## config.mk

```make
export PLATFORM = sky130hd
export DESIGN_NAME = alu_cmd_sequencer_flat
export DESIGN_NICKNAME = d
export VERILOG_FILES = /design/src/rtl/alu_pkg.sv /design/src/rtl/alu_cmd_sequencer_if.sv /design/src/rtl/alu_cmd_sequencer_fifo.sv /design/src/rtl/alu_cmd_sequencer.sv /design/src/flat_wrapper.sv
export SDC_FILE = /design/constraint.sdc
export NUM_CORES = 1
export LEC_CHECK = 0
export ABC_AREA = 1
export CAP_MARGIN = 30
export CORE_ASPECT_RATIO = 1.1
export CORE_MARGIN = 1.5
export CORE_UTILIZATION = 52
export CTS_CLUSTER_SIZE = 10
export DETAILED_ROUTE_END_ITERATION = 12
export DONT_BUFFER_PORTS = 1
export PLACE_DENSITY = 0.63
export SETUP_SLACK_MARGIN = 0.2
export SYNTH_ARGS = -nofsm -noshare
export SYNTH_HDL_FRONTEND = slang
export SYNTH_SLANG_ARGS = --single-unit
```

## constraint.sdc

```tcl
create_clock -name clk -period 8.2 [get_ports clk]
set_input_delay 1.64 -clock clk [delete_from_list [all_inputs] [get_ports clk]]
set_output_delay 1.64 -clock clk [all_outputs]
set_load 0.02 [all_outputs]
```

## src/rtl/alu_pkg.sv

```systemverilog
`default_nettype none
// ============================================================================
// Package : alu_pkg
// Brief   : Shared ALU widths, opcodes and sequencer FSM encoding.
// Rev     : 1.0 - initial release
// ============================================================================
package alu_pkg;

    localparam int ALU_DW  = 32;
    localparam int ALU_OPW = 3;

    localparam logic [2:0] OP_ADD = 3'b000;
    localparam logic [2:0] OP_SUB = 3'b001;
    localparam logic [2:0] OP_MUL = 3'b010;
    localparam logic [2:0] OP_DIV = 3'b011;
    localparam logic [2:0] OP_MOD = 3'b100;
    localparam logic [2:0] OP_POW = 3'b101;

    localparam logic [1:0] ST_IDLE   = 2'd0;
    localparam logic [1:0] ST_SETTLE = 2'd1;
    localparam logic [1:0] ST_HOLD   = 2'd2;

endpackage
`default_nettype wire

```

## src/rtl/alu_cmd_sequencer_if.sv

```systemverilog
`default_nettype none
// ============================================================================
// Interface : alu_cmd_sequencer_if
// Brief     : Command and result valid/ready channels of the ALU sequencer.
// Rev       : 1.0 - initial release
// ============================================================================
interface alu_cmd_sequencer_if
    import alu_pkg::*;
#(
    parameter int DW  = ALU_DW,
    parameter int OPW = ALU_OPW
);
    logic           cmd_valid;
    logic           cmd_ready;
    logic [DW-1:0]  cmd_a;
    logic [DW-1:0]  cmd_b;
    logic [OPW-1:0] cmd_op;
    logic           cmd_chain;

    logic           res_valid;
    logic           res_ready;
    logic [DW-1:0]  res_data;
    logic [OPW-1:0] res_op;

    modport slave (
        input  cmd_valid, cmd_a, cmd_b, cmd_op, cmd_chain, res_ready,
        output cmd_ready, res_valid, res_data, res_op
    );

    modport master (
        output cmd_valid, cmd_a, cmd_b, cmd_op, cmd_chain, res_ready,
        input  cmd_ready, res_valid, res_data, res_op
    );

endinterface
`default_nettype wire

```

## src/rtl/alu_cmd_sequencer_fifo.sv

```systemverilog
`default_nettype none
// ============================================================================
// Module : alu_cmd_fifo
// Brief  : Synchronous command FIFO with registered occupancy count.
// Rev    : 1.0 - initial release
// ============================================================================
module alu_cmd_fifo
    import alu_pkg::*;
#(
    parameter int WIDTH = 2*ALU_DW + ALU_OPW + 1,
    parameter int DEPTH = 4
) (
    input  wire logic                       clk,
    input  wire logic                       rst_n,
    input  wire logic                       push,
    input  wire logic [WIDTH-1:0]           wdata,
    input  wire logic                       pop,
    output logic      [WIDTH-1:0]           rdata,
    output logic      [$clog2(DEPTH+1)-1:0] count,
    output logic                            full,
    output logic                            empty
);

    localparam int PTR_W = $clog2(DEPTH);
    localparam int CNT_W = $clog2(DEPTH+1);

    logic [WIDTH-1:0] mem_q [DEPTH];
    logic [PTR_W-1:0] wr_ptr_q, wr_ptr_d;
    logic [PTR_W-1:0] rd_ptr_q, rd_ptr_d;
    logic [CNT_W-1:0] count_q, count_d;
    logic             push_ok;
    logic             pop_ok;

    assign full    = (count_q == CNT_W'(DEPTH));
    assign empty   = (count_q == '0);
    assign push_ok = push && !full;
    assign pop_ok  = pop && !empty;
    assign rdata   = mem_q[rd_ptr_q];
    assign count   = count_q;

    // DEPTH is a power of two, so pointers wrap by natural overflow.
    always_comb begin
        wr_ptr_d = push_ok ? wr_ptr_q + PTR_W'(1) : wr_ptr_q;
        rd_ptr_d = pop_ok  ? rd_ptr_q + PTR_W'(1) : rd_ptr_q;
        count_d  = count_q;
        case ({push_ok, pop_ok})
            2'b10:   count_d = count_q + CNT_W'(1);
            2'b01:   count_d = count_q - CNT_W'(1);
            default: count_d = count_q;
        endcase
    end

    always_ff @(posedge clk or negedge rst_n) begin
        if (!rst_n) begin
            wr_ptr_q <= '0;
            rd_ptr_q <= '0;
            count_q  <= '0;
        end else begin
            wr_ptr_q <= wr_ptr_d;
            rd_ptr_q <= rd_ptr_d;
            count_q  <= count_d;
        end
    end

    always_ff @(posedge clk) begin
        if (push_ok) begin
            mem_q[wr_ptr_q] <= wdata;
        end
    end

endmodule
`default_nettype wire

```

## src/rtl/alu_cmd_sequencer.sv

```systemverilog
`default_nettype none
// ============================================================================
// Module : alu_cmd_sequencer
// Brief  : Queues ALU commands, drives registered operands, samples y after
//          SETTLE cycles and returns it over a valid/ready result channel.
// Rev    : 1.0 - initial release
// ============================================================================
module alu_cmd_sequencer
    import alu_pkg::*;
#(
    parameter int DW     = ALU_DW,
    parameter int OPW    = ALU_OPW,
    parameter int DEPTH  = 4,
    parameter int SETTLE = 2
) (
    input  wire logic                       clk,
    input  wire logic                       rst_n,
    alu_cmd_sequencer_if.slave              bus,
    output logic      [DW-1:0]              alu_a,
    output logic      [DW-1:0]              alu_b,
    output logic      [OPW-1:0]             alu_cs,
    input  wire logic [DW-1:0]              alu_y,
    output logic                            busy,
    output logic      [$clog2(DEPTH+1)-1:0] fifo_count
);

    localparam int CMD_W = 2*DW + OPW + 1;
    localparam int CNT_W = (SETTLE > 1) ? $clog2(SETTLE) : 1;
    localparam logic [CNT_W-1:0] CNT_LAST = CNT_W'(SETTLE - 1);

    logic [1:0]       state_q, state_d;
    logic [CNT_W-1:0] cnt_q, cnt_d;
    logic [DW-1:0]    alu_a_q, alu_a_d;
    logic [DW-1:0]    alu_b_q, alu_b_d;
    logic [OPW-1:0]   alu_cs_q, alu_cs_d;
    logic [DW-1:0]    res_data_q, res_data_d;
    logic [OPW-1:0]   res_op_q, res_op_d;
    logic             res_valid_q, res_valid_d;
    logic [DW-1:0]    last_result_q, last_result_d;

    logic             fifo_push;
    logic             fifo_pop;
    logic             fifo_full;
    logic             fifo_empty;
    logic [CMD_W-1:0] fifo_wdata;
    logic [CMD_W-1:0] fifo_rdata;
    logic             load;
    logic             capture;

    assign bus.cmd_ready = !fifo_full;
    assign fifo_push     = bus.cmd_valid && !fifo_full;
    assign fifo_wdata    = {bus.cmd_a, bus.cmd_b, bus.cmd_op, bus.cmd_chain};

    alu_cmd_fifo #(
        .WIDTH (CMD_W),
        .DEPTH (DEPTH)
    ) u_fifo (
        .clk   (clk),
        .rst_n (rst_n),
        .push  (fifo_push),
        .wdata (fifo_wdata),
        .pop   (fifo_pop),
        .rdata (fifo_rdata),
        .count (fifo_count),
        .full  (fifo_full),
        .empty (fifo_empty)
    );

    // A new command is loaded from IDLE, or straight out of HOLD on the accepting edge.
    assign load    = !fifo_empty &&
                     ((state_q == ST_IDLE) || ((state_q == ST_HOLD) && bus.res_ready));
    assign capture = (state_q == ST_SETTLE) && (cnt_q == CNT_LAST);
    assign fifo_pop = load;

    always_ff @(posedge clk or negedge rst_n) begin
        if (!rst_n) begin
            state_q       <= ST_IDLE;
            cnt_q         <= '0;
            alu_a_q       <= '0;
            alu_b_q       <= '0;
            alu_cs_q      <= '0;
            res_data_q    <= '0;
            res_op_q      <= '0;
            res_valid_q   <= 1'b0;
            last_result_q <= '0;
        end else begin
            state_q       <= state_d;
            cnt_q         <= cnt_d;
            alu_a_q       <= alu_a_d;
            alu_b_q       <= alu_b_d;
            alu_cs_q      <= alu_cs_d;
            res_data_q    <= res_data_d;
            res_op_q      <= res_op_d;
            res_valid_q   <= res_valid_d;
            last_result_q <= last_result_d;
        end
    end

    always_comb begin
        state_d = state_q;
        case (state_q)
            ST_IDLE:   if (!fifo_empty) state_d = ST_SETTLE;
            ST_SETTLE: if (capture)     state_d = ST_HOLD;
            ST_HOLD:   if (bus.res_ready) state_d = fifo_empty ? ST_IDLE : ST_SETTLE;
            default:   state_d = ST_IDLE;
        endcase
    end

    always_comb begin
        cnt_d         = cnt_q;
        alu_a_d       = alu_a_q;
        alu_b_d       = alu_b_q;
        alu_cs_d      = alu_cs_q;
        res_data_d    = res_data_q;
        res_op_d      = res_op_q;
        res_valid_d   = res_valid_q;
        last_result_d = last_result_q;

        if (load) begin
            alu_a_d  = fifo_rdata[0] ? last_result_q : fifo_rdata[CMD_W-1 -: DW];
            alu_b_d  = fifo_rdata[OPW+1 +: DW];
            alu_cs_d = fifo_rdata[1 +: OPW];
            cnt_d    = '0;
        end

        if (state_q == ST_SETTLE) begin
            if (capture) begin
                res_data_d    = alu_y;
                res_op_d      = alu_cs_q;
                last_result_d = alu_y;
                res_valid_d   = 1'b1;
            end else begin
                cnt_d = cnt_q + CNT_W'(1);
            end
        end

        if ((state_q == ST_HOLD) && bus.res_ready) begin
            res_valid_d = 1'b0;
        end
    end

    assign alu_a         = alu_a_q;
    assign alu_b         = alu_b_q;
    assign alu_cs        = alu_cs_q;
    assign bus.res_valid = res_valid_q;
    assign bus.res_data  = res_data_q;
    assign bus.res_op    = res_op_q;
    assign busy          = (state_q != ST_IDLE) || (fifo_count != '0);

endmodule
`default_nettype wire

```

## src/flat_wrapper.sv

```systemverilog
// flat-port wrapper written by rule: the top's interface ports become plain ports
module alu_cmd_sequencer_flat import alu_pkg::*;
#(
    parameter int DW     = ALU_DW,
    parameter int OPW    = ALU_OPW,
    parameter int DEPTH  = 4,
    parameter int SETTLE = 2
)
  (clk, rst_n, alu_a, alu_b, alu_cs, alu_y, busy, fifo_count, bus_cmd_valid, bus_cmd_a, bus_cmd_b, bus_cmd_op, bus_cmd_chain, bus_res_ready, bus_cmd_ready, bus_res_valid, bus_res_data, bus_res_op);
  alu_cmd_sequencer_if #(.DW(DW), .OPW(OPW)) bus_i ();
  input  wire logic clk;
  input  wire logic rst_n;
  output logic      [DW-1:0] alu_a;
  output logic      [DW-1:0] alu_b;
  output logic      [OPW-1:0] alu_cs;
  input  wire logic [DW-1:0] alu_y;
  output logic busy;
  output logic      [$clog2(DEPTH+1)-1:0] fifo_count;
  input wire logic [$bits(bus_i.cmd_valid)-1:0] bus_cmd_valid;
  input wire logic [$bits(bus_i.cmd_a)-1:0] bus_cmd_a;
  input wire logic [$bits(bus_i.cmd_b)-1:0] bus_cmd_b;
  input wire logic [$bits(bus_i.cmd_op)-1:0] bus_cmd_op;
  input wire logic [$bits(bus_i.cmd_chain)-1:0] bus_cmd_chain;
  input wire logic [$bits(bus_i.res_ready)-1:0] bus_res_ready;
  output wire logic [$bits(bus_i.cmd_ready)-1:0] bus_cmd_ready;
  output wire logic [$bits(bus_i.res_valid)-1:0] bus_res_valid;
  output wire logic [$bits(bus_i.res_data)-1:0] bus_res_data;
  output wire logic [$bits(bus_i.res_op)-1:0] bus_res_op;
  assign bus_i.cmd_valid = bus_cmd_valid;
  assign bus_i.cmd_a = bus_cmd_a;
  assign bus_i.cmd_b = bus_cmd_b;
  assign bus_i.cmd_op = bus_cmd_op;
  assign bus_i.cmd_chain = bus_cmd_chain;
  assign bus_i.res_ready = bus_res_ready;
  assign bus_cmd_ready = bus_i.cmd_ready;
  assign bus_res_valid = bus_i.res_valid;
  assign bus_res_data = bus_i.res_data;
  assign bus_res_op = bus_i.res_op;
  alu_cmd_sequencer #(.DW(DW), .OPW(OPW), .DEPTH(DEPTH), .SETTLE(SETTLE)) u_core (.clk(clk), .rst_n(rst_n), .bus(bus_i), .alu_a(alu_a), .alu_b(alu_b), .alu_cs(alu_cs), .alu_y(alu_y), .busy(busy), .fifo_count(fifo_count));
endmodule
```

==> run_results.csv <==
group,metric,value,unit
sta,fin_ws,4.41,ns
placement,dp_hpwl,18100,um
cts,cts_root_buffer,"clkbuf_16",
sta,final_max_slew_viol_count,0,
logic_synthesis,synthCells,1324,
hold_path,min_path_type,"reg2reg",
sta,maxSlewHeadroom,0.374,
hold_path,hold_path_depth,4,
routing,wirelength,31300,um
floorplan,die_area,0.0301,mm^2
critical_path,cp_max_fo,73,
sta,holdWs,0.572,ns
cells_and_area,fillers,2343,
cts,cts_hold_buf,0,
sta,setup-violations-final,0,
cts,clkTransAtPathRegs,0.06,ns
sta,hold_violations,0,
logic_synthesis,synth_top_cell_area_share,0.540,
cts,insertion_delay,0.54,ns
floorplan,core_area,0.0286,mm^2
cts,cts-buffers-inserted,44,
logic_synthesis,synth_area_leader_cell,"edfxtp_1",
logic_synthesis,synth_commonest_cells,"nand2_1, edfxtp_1, nor2_1",
cts,htree_levels,2,
logic_synthesis,yosys-top-cells-area,"edfxtp_1, dfrtp_1, nand2_1",
power_and_ir_drop,peakVddDrop,0.295,mV
critical_path,path_cells,"inv_1 -> a21oi_1 -> nand2_2 -> buf_4 -> inv_2 -> buf_4 -> ha_1 -> inv_1 -> fa_1 -> a21oi_1 -> o21ai_0 -> xor2_1",
cells_and_area,syn2layout_area_growth,10.3,%
logic_synthesis,syn_nets,1434,
sta,fin_skew,0.0173,ns
global_routing,antenna_found_initial,0,
logic_synthesis,synth.distinct_cells,24,
logic_synthesis,synthArstFlopShare,0.294,
floorplan,start_util,0.528,
hold_path,holdPathEnd,"u_core.alu_cs[0]",
sta,rsz0062_at_grt,"false",
global_routing,overflow,0,
run,cap_violations,0,
routing,drt_iter0_drc,842,
logic_synthesis,synth_edf_count,272,
global_routing,grt_max_degree,114,
global_routing,grt_pass1_vias,8952,
critical_path,end_kind,"register",
routing,drc,0,
logic_synthesis,synth_most_common_cell,"nand2_1",
global_routing,track_usage,0.212,
placement,dpl-instance-area,0.0154,mm^2
hold_path,min_from,"u_core.u_fifo.mem_q[3][1]",
routing,via_per_inst,5.31,
cells_and_area,diodes,0,
critical_path,worstPathRequired,8.61,ns
power_and_ir_drop,leakage,0.00664,uW
sta,fmax,0.264,GHz
routing,first_pass_iters,5,
cells_and_area,post-route-cell-area,0.0167,mm^2
critical_path,worstReg2RegStart,"u_core.u_fifo.count[0]",
sta,tns,0,ns
routing,vias,9098,
logic_synthesis,avgSynthCellArea,11.4,um^2
logic_synthesis,syn_area,0.0151,mm^2
logic_synthesis,ys_ff_latch,385,
critical_path,rrSetupSlack,4.90,ns
floorplan,die_h,182,um
critical_path,worstPathArrival,4.19,ns
placement,place_ws,3.84,ns
logic_synthesis,ys.flop_type,"edfxtp_1",
sta,period_needed,3.79,ns
critical_path,reg2regPathDepth,12,
cts,clk_path_buf_depth,3,
floorplan,die_w,166,um
cts,cts_resized,0,
critical_path,cp-start-kind,"primary input",
logic_synthesis,ys_seq_area_frac,0.727,
routing,ant_nets,0,
floorplan,ioPinCount,212,
critical_path,worstSetupPathType,"in2reg",
logic_synthesis,yosys_warnings,0,
run_status,status,"finished clean",
power_and_ir_drop,power_density,425,mW/mm^2
sta,period_share,0.462,
cts,post_cts_buffers,0,
critical_path,crit_slowest_cell,"buf_4",
cells_and_area,nets,1420,
sta,tightest_slew,0.940,ns
cells_and_area,drive_gt1_frac,0.0573,
routing,wl_per_cell,18.3,um
cts,cts_tree,"yes",
critical_path,max_stage_delay,0.67,ns
cts,clkSinkCount,385,
global_routing,grt_pass1_wl,49100,um
floorplan,row_count,65,
critical_path,r2r-end,"u_core.u_fifo.count[2]",
placement,routabilityCongestion,0.726,
placement,io_buffer_count,0,
final cells by class:
cell class	instances	area, um^2	share of cell area
Multi-Input combinational cell	812	3540	0.212
Tap cell	368	460	0.0276
Sequential cell	385	11000	0.660
Clock inverter	3	47.5	0.00285
Clock buffer	77	1230	0.0740
Inverter	52	199	0.0119
Timing Repair Buffer	15	198	0.0119
state kept, by name (all words and copies together) (netlist names), 2 cells and up:
| name | cells |
|---|---|
| u_core.u_fifo.rd_ptr_q | 2 |
| u_core.alu_b | 32 |
| u_core.u_fifo.wr_ptr_q | 2 |
| u_core.alu_a | 32 |
| u_core.alu_cs | 3 |
| u_core.bus.res_op | 3 |
| u_core.last_result_q | 32 |
| u_core.u_fifo.count | 3 |
| u_core.u_fifo.mem_q | 272 |
| u_core.state_q | 2 |
where the power goes:
group	switching [uW]	total (uW)	internal [uW]	leakage [uW]
clock network	733	1750	1020	0.000608
logic	1380	2000	613	0.00221
registers	655	3330	2680	0.00382
cell families (layout without fill, tap and decap cells):
kind of cell               count (synthesis)  after routing  synth area share
adders and majority gates                  6              6           0.00546
xor gates and xnor gates                   4              4           0.00232
and+or+nand+nor                          653            653             0.174
buffers and inverters                    127            147            0.0411
AOI/OAI and AO/OA                        149            149            0.0495
DFF                                      385            385             0.727
routing by layer:
metal | vias to the layer above | GRT usage | wire length, um
li1 | 4442 | - | -
met5 | - | 0 | 0
met4 | 0 | 0.0539 | 477
met3 | 37 | 0.0658 | 2640
met1 | 4383 | 0.278 | 13400
met2 | 236 | 0.342 | 14800
critical path: cells and delay by family:
family	cells	cell delay (ns)
buf+inv	5	1.25
fa+ha+maj	2	0.66
compound gates	3	0.41
xor+xnor	1	0.15
simple gates	1	0.05
cell usage in the layout, fill, tap and decap left out:
master | synthesis | final
clkbuf_1 | 18 | 32
nand3_2 | 2 | 3
inv_6 | 0 | 2
xor2_1 | 3 | 3
inv_1 | 49 | 49
dfrtp_2 | 0 | 1
nor2_4 | 0 | 4
o21ai_0 | 82 | 82
nand2_2 | 1 | 2
ha_1 | 5 | 5
dfrtp_1 | 113 | 111
or3_1 | 1 | 1
nand3_1 | 133 | 132
o31ai_1 | 1 | 1
buf_4 | 5 | 10
a21oi_1 | 35 | 35
nor2_1 | 145 | 141
clkinv_16 | 0 | 1
clkbuf_16 | 0 | 44
clkbuf_8 | 0 | 1
nand2_1 | 370 | 369
dfrtp_4 | 0 | 1
nor3_1 | 1 | 1
xnor2_1 | 1 | 1
buf_16 | 0 | 3
o21ai_1 | 31 | 31
edfxtp_1 | 272 | 272
inv_2 | 3 | 1
fa_1 | 1 | 1
buf_12 | 0 | 2
clkinv_2 | 0 | 1
inv_4 | 0 | 1
per-stage QoR:
step	power, uW	instances	util
floorplan	4880	1324	-
global placement	5320	1627	0.534
detailed placement	5400	1632	0.538
CTS	7170	1712	0.583
global route	7580	1712	0.583
finish	7090	1712	0.583
worst max path at each step:
stage	from	endpoint	depth (start not counted)
global placement	bus_res_ready	u_core.u_fifo.count[2]	12
floorplan	bus_cmd_valid	u_core.u_fifo.mem_q[0][0]	2
finish	bus_res_ready	u_core.u_fifo.count[2]	12
CTS	bus_res_ready	u_core.u_fifo.count[2]	12
detailed placement	bus_res_ready	u_core.u_fifo.count[2]	12
global route	bus_res_ready	u_core.u_fifo.count[2]	12
Power figures use the tool's default switching activity.
